`config.mk`:
```
export PLATFORM = sky130hd
export DESIGN_NAME = dt_est_ctrl
export DESIGN_NICKNAME = d
export VERILOG_FILES = /design/src/rtl/dt_est_ctrl.sv
export SDC_FILE = /design/constraint.sdc
export NUM_CORES = 1
export LEC_CHECK = 0
export ABC_AREA = 1
export CORE_MARGIN = 2
export CORE_UTILIZATION = 45
export DETAILED_ROUTE_END_ITERATION = 7
export PLACE_DENSITY = 0.77
export SYNTH_ARGS = -nofsm -noshare
export SYNTH_HDL_FRONTEND = slang
export SYNTH_SLANG_ARGS = --single-unit
```
`constraint.sdc`:
```
create_clock -name clk -period 2.87 [get_ports clk]
set_input_delay 0.574 -clock clk [delete_from_list [all_inputs] [get_ports clk]]
set_output_delay 0.574 -clock clk [all_outputs]
set_load 0.03 [all_outputs]
```
`src/rtl/dt_est_ctrl.sv`:
```
`default_nettype none
// ============================================================================
// Module  : dt_est_ctrl
// Brief   : Sequencing/config controller for the EMA dT estimator datapath.
// Revision: 1.0
// ============================================================================
module dt_est_ctrl #(
    parameter int unsigned WARMUP_SAMPLES = 8,
    parameter int unsigned JUMP_THR       = 32,
    parameter int unsigned SAT_RUN        = 4,
    parameter int unsigned ALPHA_RST      = 32,
    parameter int unsigned K_RST          = 3,
    parameter int unsigned DMAX_RST       = 64
) (
    input  logic       clk,
    input  logic       rst_n,
    input  logic       s_valid,
    output logic       s_ready,
    input  logic [7:0] s_T,
    input  logic       cfg_valid,
    output logic       cfg_ready,
    input  logic [7:0] cfg_alpha,
    input  logic [7:0] cfg_k,
    input  logic [7:0] cfg_dmax,
    input  logic       restart,
    output logic [7:0] est_T_cur,
    output logic       est_init,
    output logic [7:0] est_alpha,
    output logic [7:0] est_k,
    output logic [7:0] est_dmax,
    input  logic [7:0] est_dT,
    input  logic       est_valid,
    output logic [7:0] dT_out,
    output logic       dT_valid,
    output logic       warm,
    output logic       sat_alarm,
    output logic [1:0] state
);

    localparam logic [7:0] c_WARM  = 8'(WARMUP_SAMPLES);
    localparam logic [8:0] c_JTHR  = 9'(JUMP_THR);
    localparam logic [3:0] c_SAT   = 4'(SAT_RUN);
    localparam logic [7:0] c_ALPHA = 8'(ALPHA_RST);
    localparam logic [7:0] c_K     = 8'(K_RST);
    localparam logic [7:0] c_DMAX  = 8'(DMAX_RST);

    typedef enum logic [1:0] {
        ST_IDLE   = 2'd0,
        ST_INIT   = 2'd1,
        ST_WARMUP = 2'd2,
        ST_RUN    = 2'd3
    } state_t;

    state_t     r_state;
    logic       r_s_rdy;
    logic [1:0] r_ph;        // 0 idle, 1 estimator updating, 2 capture due
    logic       r_first;
    logic [7:0] r_t_last;
    logic [7:0] r_warm_cnt;
    logic [3:0] r_sat_cnt;

    logic       w_active;
    logic       w_cfg_acc;
    logic       w_s_acc;
    logic [8:0] w_diff;
    logic [8:0] w_jmag;
    logic       w_jump;
    logic [8:0] w_dabs;
    logic       w_sat_hit;
    logic [7:0] w_k_sat;
    logic [7:0] w_warm_nxt;
    logic [3:0] w_sat_nxt;
    logic       w_go_init;

    assign state     = r_state;
    assign w_active  = (r_state == ST_WARMUP) || (r_state == ST_RUN);
    assign w_cfg_acc = cfg_valid & cfg_ready;
    // A pending config always wins over a sample offered in the same cycle.
    assign s_ready   = r_s_rdy & ~w_cfg_acc;
    assign w_s_acc   = s_valid & s_ready;

    assign w_diff    = {s_T[7], s_T} - {r_t_last[7], r_t_last};
    assign w_jmag    = w_diff[8] ? (~w_diff + 9'd1) : w_diff;
    assign w_jump    = ~r_first && (w_jmag > c_JTHR);

    // 9-bit magnitude so that -128 compares as 128.
    assign w_dabs    = est_dT[7] ? ({1'b0, ~est_dT} + 9'd1) : {1'b0, est_dT};
    assign w_sat_hit = (w_dabs == {1'b0, est_dmax});
    assign w_k_sat   = (cfg_k > 8'd7) ? 8'd7 : cfg_k;
    assign w_warm_nxt = r_warm_cnt + 8'd1;
    assign w_sat_nxt  = (r_sat_cnt == c_SAT) ? r_sat_cnt : r_sat_cnt + 4'd1;

    assign w_go_init = (r_state == ST_IDLE) ||
                       (w_active && (restart || w_cfg_acc || (w_s_acc && w_jump)));

    always_ff @(posedge clk or negedge rst_n) begin
        if (!rst_n) begin
            r_state    <= ST_IDLE;
            r_s_rdy    <= 1'b0;
            r_ph       <= 2'd0;
            r_first    <= 1'b1;
            r_t_last   <= 8'd0;
            r_warm_cnt <= 8'd0;
            r_sat_cnt  <= 4'd0;
            cfg_ready  <= 1'b0;
            est_T_cur  <= 8'd0;
            est_init   <= 1'b0;
            est_alpha  <= c_ALPHA;
            est_k      <= c_K;
            est_dmax   <= c_DMAX;
            dT_out     <= 8'd0;
            dT_valid   <= 1'b0;
            warm       <= 1'b1;
            sat_alarm  <= 1'b0;
        end else begin
            est_init <= 1'b0;
            dT_valid <= 1'b0;

            case (r_state)
                ST_INIT: begin
                    r_state   <= ST_WARMUP;
                    r_s_rdy   <= 1'b1;
                    cfg_ready <= 1'b1;
                end
                ST_WARMUP, ST_RUN: begin
                    if (restart) begin
                        r_ph <= 2'd0;
                    end else if (w_cfg_acc) begin
                        est_alpha <= cfg_alpha;
                        est_k     <= w_k_sat;
                        est_dmax  <= cfg_dmax;
                    end else if (w_s_acc) begin
                        est_T_cur <= s_T;
                        r_t_last  <= s_T;
                        r_first   <= 1'b0;
                        r_s_rdy   <= 1'b0;
                        cfg_ready <= 1'b0;
                        r_ph      <= w_jump ? 2'd0 : 2'd1;
                    end else if (r_ph == 2'd1) begin
                        r_ph <= 2'd2;
                    end else if (r_ph == 2'd2) begin
                        r_ph      <= 2'd0;
                        r_s_rdy   <= 1'b1;
                        cfg_ready <= 1'b1;
                        if (w_sat_hit) begin
                            r_sat_cnt <= w_sat_nxt;
                            if (w_sat_nxt == c_SAT) begin
                                sat_alarm <= 1'b1;
                            end
                        end else begin
                            r_sat_cnt <= 4'd0;
                        end
                        if (r_state == ST_WARMUP) begin
                            r_warm_cnt <= w_warm_nxt;
                            if (w_warm_nxt == c_WARM) begin
                                r_state <= ST_RUN;
                                warm    <= 1'b0;
                            end
                        end else if (est_valid) begin
                            dT_out   <= est_dT;
                            dT_valid <= 1'b1;
                        end
                    end
                end
                default: ;
            endcase

            // Shared INIT entry; overrides whatever the branches above chose.
            if (w_go_init) begin
                r_state    <= ST_INIT;
                est_init   <= 1'b1;
                r_s_rdy    <= 1'b0;
                cfg_ready  <= 1'b0;
                r_ph       <= 2'd0;
                r_first    <= 1'b1;
                r_warm_cnt <= 8'd0;
                r_sat_cnt  <= 4'd0;
                sat_alarm  <= 1'b0;
                warm       <= 1'b1;
            end
        end
    end

endmodule
`default_nettype wire
```
# Yosys cells after proc, flatten, opt, wreduce, memory -nomap -nowiden
# Cells that the tools add are included.
word_totals:
  register_bits: 62
  input_bits: 46
  output_inout_bits: 48
  word_cells: 161
classes:
  n_addsub: 5
  order_cmp: 2
  n_eq_ne: 23
  n_mux: 76
  bitwise_logic: 11
  reduce_logical: 29
op_table:
  columns: ["cell", "count"]
  rows:
  - ["two-way mux 8 bit", 9]
  - ["two-way mux 1 bit", 39]
  - ["two-way mux 4 bit", 9]
  - ["AND reduction 8 bit", 4]
  - ["two-way mux 2 bit", 15]
  - ["!= test 3 bit, second input constant", 7]
  - ["two-way mux 9 bit", 2]
  - ["nonzero test 2 bit", 7]
  - ["adder 8 x 1 -> 9 bit, second input constant", 1]
  - ["adder 9 x 1 -> 9 bit, second input constant", 1]
  - ["equality test 9 x 8 -> 1 bit", 1]
  - ["greater-than comparator 9 x 6 -> 1 bit, second input constant", 1]
  - ["inverter 9 bit", 1]
  - ["subtractor 8 x 8 -> 9 bit", 1]
  - ["adder 8 x 1 -> 8 bit, second input constant", 1]
  - ["equality test 4 x 3 -> 1 bit, second input constant", 2]
  - ["equality test 8 x 4 -> 1 bit, second input constant", 1]
  - ["greater-than comparator 8 x 3 -> 1 bit, second input constant", 1]
  - ["!= test 4 bit, second input constant", 2]
  - ["inverter 8 bit", 1]
  - ["AND reduction 4 bit", 2]
  - ["AND reduction 7 bit", 1]
  - ["equality test 2 bit, second input constant", 3]
  - ["!= test 2 x 1 -> 1 bit, second input constant", 3]
  - ["17 further kinds", 31]

# Longest topological paths before layout
logic_depth:
  word_depth: 12
  mapped_depth: 25
  ltp_nobuf: 25

# Least setup slack after synthesis
# No wires, ideal clock.
synth_timing:
  path_type: "input -> register"
  start: "input s_T[0]"
  end: "register r_warm_cnt[1]"
  setup_ns: 0.117
  arrival_time_ns: 2.843
  required_ns: 2.753
  slack_ns: -0.091
  cell_stages: 24
  path_cell_list: "inv_1 > ha_1 > inv_1 > fa_1 > inv_1 > ha_1 > inv_1 > nor2_2 > nand3_2 > nor2_2 > nand2_1 > nand3b_1 > nand2_1 > nand2_1 > nor2_1 > nand2_1 > nand2_1 > nand2_2 > nand2_4 > buf_12 > nand2_8 > nand3_4 > nand2_1 > nand2_1"
synth_via:
  elab_chain_len: 12
synth_rtl:
  columns: ["element", "line", "source"]
  rows:
  - ["start: declaration", "19", "input logic [7:0] s_T,"]
  - ["subtractor 8 x 8 -> 9 bit *", "82", "assign w_diff = {s_T[7], s_T} - {r_t_last[7], r_t_last};"]
  - ["inverter 9 bit", "83", "assign w_jmag = w_diff[8] ? (~w_diff + 9'd1) : w_diff;"]
  - ["adder 9 x 1 -> 9 bit", "83", null]
  - ["two-way mux 9 bit *", "83", null]
  - ["greater-than comparator 9 x 6 -> 1 bit *", "84", "assign w_jump = ~r_first && (w_jmag > c_JTHR);"]
  - ["logical AND 1 bit *", "84", null]
  - ["logical AND 1 bit *", "94", "(w_active && (restart || w_cfg_acc || (w_s_acc && w_jump)));"]
  - ["logical OR 1 bit *", "94", null]
  - ["logical AND 1 bit *", "94", null]
  - ["logical OR 1 bit *", "93", "assign w_go_init = (r_state == ST_IDLE) ||"]
  - ["!= test 2 bit (no line), or another cell as far along", null, null]
  - ["AND reduction 7 bit (no line)", null, null]
  - ["end signal: assignment", "154", "r_warm_cnt <= w_warm_nxt;"]
  - ["end: declaration", "59", "logic [7:0] r_warm_cnt;"]
# Every way passes the cells marked *; elsewhere a longest branch is shown, timed or not.
# A chain may end at the register's enable or synchronous reset.

# Worst setup path in the final report
layout_timing:
  start: "input s_T[6]"
  end: "register r_warm_cnt[1]"
# The elaborated chain is that of the path after synthesis.

==> flow_summary.ini <==
[yosys]
synth-edff-count = 0
yosysWarnings = 0
netlist_area_um2 = 3730
synthDominantCellAreaShare_pct = 37.5
synth_top_flop_cell = dfrtp_1
synth_area_leaders = dfrtp_1, nand2_1, inv_1
avgSynthCellArea_um2 = 7.56
synth_nets = 554
ys_seq_area_share_pct = 41.7
syn_inst = 494
async_flop_share_pct = 100
yosysTopAreaCell = dfrtp_1
synth_cell_types = 40
ys_ff_latch = 62

[worst_setup_path]
r2r_setup_slack_ns = -0.03
cpPeakStageDelay_ns = 0.42
crit_path_start = s_T[6]
worst_path_most_repeated_cell = nand2_1
critical_path_class = input pin to flop
reg2reg_from = r_t_last[0]$_DFFE_PN0P_
reg2regPathDepth = 23
crit_fanout = 8
critPathArrivalTime_ns = 3.15
crit_required_ns = 3.11
critPathLaunchType = input pin
crit_end = r_warm_cnt[1]$_DFFE_PN0P_
crit_path_end_kind = flop
critical_path.cell_chain = clkdlybuf4s50_1 > ha_1 > nand2_1 > inv_1 > a21oi_4 > nand2_2 > nand2_4 > nand2_4 > inv_2 > nand3_1 > a21oi_2 > nor2_1 > nand2_1 > nand2_1 > nand2_2 > nand2_4 > buf_12 > nand2_8 > nand3_4 > nand2_2 > nand2_1
critical-path-slowest-cell = clkdlybuf4s50_1
r2r-end = r_warm_cnt[1]$_DFFE_PN0P_

[sta]
tns_ns = -0.403
timing.fmax_mhz = 343
maxSlewViolCount = 0
setup_ws_ns = -0.0450
skew_ns = 0.00778
fin_crit_ns = 2.91
tightest_slew_ns = 0.532
fin_crit_sh_pct = 102
setup_viol = 12
finalHoldViolations = 0
rsz0062_at_grt = yes
timing.slew.headroom_pct = 64.3

[die]
core_um2 = 8130
initial_core_util_pct = 45.9
die_h_um = 95.1
die_x_um = 95.1
boundaryPins = 94
die_area_um2 = 9040
row_count = 33

[power]
ir_drop_mv = 0.757
powerDensity_nw_per_um2 = 1140
leakage_nw = 2.62

[cells_and_area]
fin_cells = 735
fill_cells = 655
diodes = 0
nets = 685
fin_util_pct = 66.5
areaGrowthSynthToFinish_pct = 44.9
drive_gt1_share_pct = 18.6

[placed_design]
portBuffers = 93
place_hpwl_um = 6850
gp_congestion = 0.930
placed_cells = 715

[detailed_routing]
wl_um = 9530
firstDrtPassIters = 6
wl_per_cell_um = 13.0
route.met3.wl_um = 570
drt-met1-wl_um = 4000
drc = 1
top_layer = met4
drtIter0Drc = 176
wl_met2_um = 4750
postRouteAntennaNets = 0
vias = 3684
vias_per_cell = 5.01

[global_route]
overflow = 0
grt_pass1_vias = 3618
grtUsageTotal_pct = 22.0
grt_pass1_wl_um = 15700
grt_max_degree = 63
antenna_found_initial = 0

[worst_hold_path]
hold_class = input pin to asynchronous set/reset pin

[run_status]
violations = DRC, setup timing
status = finished with violations

[clock_tree]
hold_buffers = 0
cts-root-buf = clkbuf_8
clk_pin_slew_ns = 0.07
numCtsBuffers = 9
cts_tree = yes
cts.sinks = 62
clk_path_buf_depth = 2
clkLatencyLatePin_ns = 0.34
htreeDepth = 3

[flow_run]
drv_cap = 0
cells by family (layout without fill, tap and decap cells):
kind of cell               Yosys count  in the layout  share of synthesized area (%)
adders and majority gates           14             14                           4.89
DFF                                 62             62                           41.7
buffers and inverters               75            209                           8.17
xor gates and xnor gates            17             17                           3.99
AOI/OAI and AO/OA                   50             50                           8.04
and+or+nand+nor                    276            278                           33.2
critical path, delay by kind of cell:
| family | cells | cell delay, ns |
|---|---|---|
| simple gates | 14 | 1.16 |
| buf+inv | 4 | 0.76 |
| compound gates | 2 | 0.34 |
| fa+ha+maj | 1 | 0.31 |
routing by layer:
metal,track usage (%),vias up
met1,26.7,1743
met2,36.4,95
li1,-,1829
met4,9.54,0
met5,0,-
met3,6.25,17
placed cells by master (no fill, tap or decap), types with 6 or more instances in the layout:
master and instances:
nand3_2 7, inv_1 57, o21ai_0 21, clkdlybuf4s50_1 87
clkbuf_8 9, nand2_2 15, nor2_1 45, dfstp_2 6
buf_4 29, a21oi_1 10, xor2_1 12, nand2_1 150
nor3_1 6, dfrtp_1 56, nand3_1 26, nand4_1 8
ha_1 6, inv_2 7, ha_4 7
synth_stat cells (2+ instances only):
cell      number
inv_2          6
ha_1          13
nor2_2         4
nor3_1         6
nor2_1        47
nand3_1       30
dfrtp_1       56
dfstp_2        6
xor2_1        12
nand2_2        9
nand4_1        8
nand2_1      158
xnor2_1        5
nand3_2        4
nand3b_1       4
nand2_4        2
o21ai_0       21
a31oi_1        2
clkbuf_1       5
inv_1         61
a21oi_1       11
o21ai_1        6
state kept, by name, indices dropped and copies added, names as in the netlist, 2 cells and up:
signal and count:
est_alpha 8, est_dmax 8, r_ph 2, r_sat_cnt 4
r_warm_cnt 8, est_k 8, r_t_last 8, state 2
dT_out 8
area by class of cell:
type	count	area, um^2	share of cell area [%]
sequential	62	1560	28.8
multi-input combinational	359	2070	38.2
clock inverter	6	62.6	1.16
timing repair buffer	125	1190	22.0
tap	105	131	2.43
inverter	68	273	5.04
clock buffer	10	128	2.36
report_power, final:
group | leakage [nW] | switching [mW] | total, mW | internal [mW]
logic | 1.75 | 2.32 | 3.93 | 1.62
registers | 0.787 | 0.234 | 1.47 | 1.23
clock network | 0.0883 | 0.357 | 0.755 | 0.398
through the flow:
step	setup WS [ns]	instance area (um^2)	hold slack, ns	total power [mW]
6_report	-0.0450	5410	0.231	6.16
5_1_grt	-0.204	5410	0.255	6.63
4_1_cts	-0.00483	5310	0.245	6.01
3_5_place_dp	-0.886	5020	0.460	5.08
3_3_place_gp	-0.787	5020	0.450	4.98
2_1_floorplan	-0.0152	3760	0.278	3.81
worst min path at each step:
stage | slack, ns | cells after the start | end
after floorplan | 0.28 | 0 | dT_out[0]$_DFFE_PN0P_
after global placement | 0.45 | 2 | est_alpha[5]$_DFFE_PN1P_
after detailed placement | 0.46 | 2 | est_alpha[4]$_DFFE_PN0P_
after CTS | 0.25 | 2 | r_t_last[4]$_DFFE_PN0P_
after global routing | 0.26 | 2 | r_t_last[4]$_DFFE_PN0P_
final | 0.23 | 2 | r_ph[1]$_DFFE_PN0P_
timing repair:
action                                  4_1_cts  5_1_grt
gates resized for setup                      19       21
pin swaps                                    15        8
buffers inserted                              2        0
gates cloned                                  1        1
endpoints found under the setup margin       21       19
(Power assumes the default switching activity.)
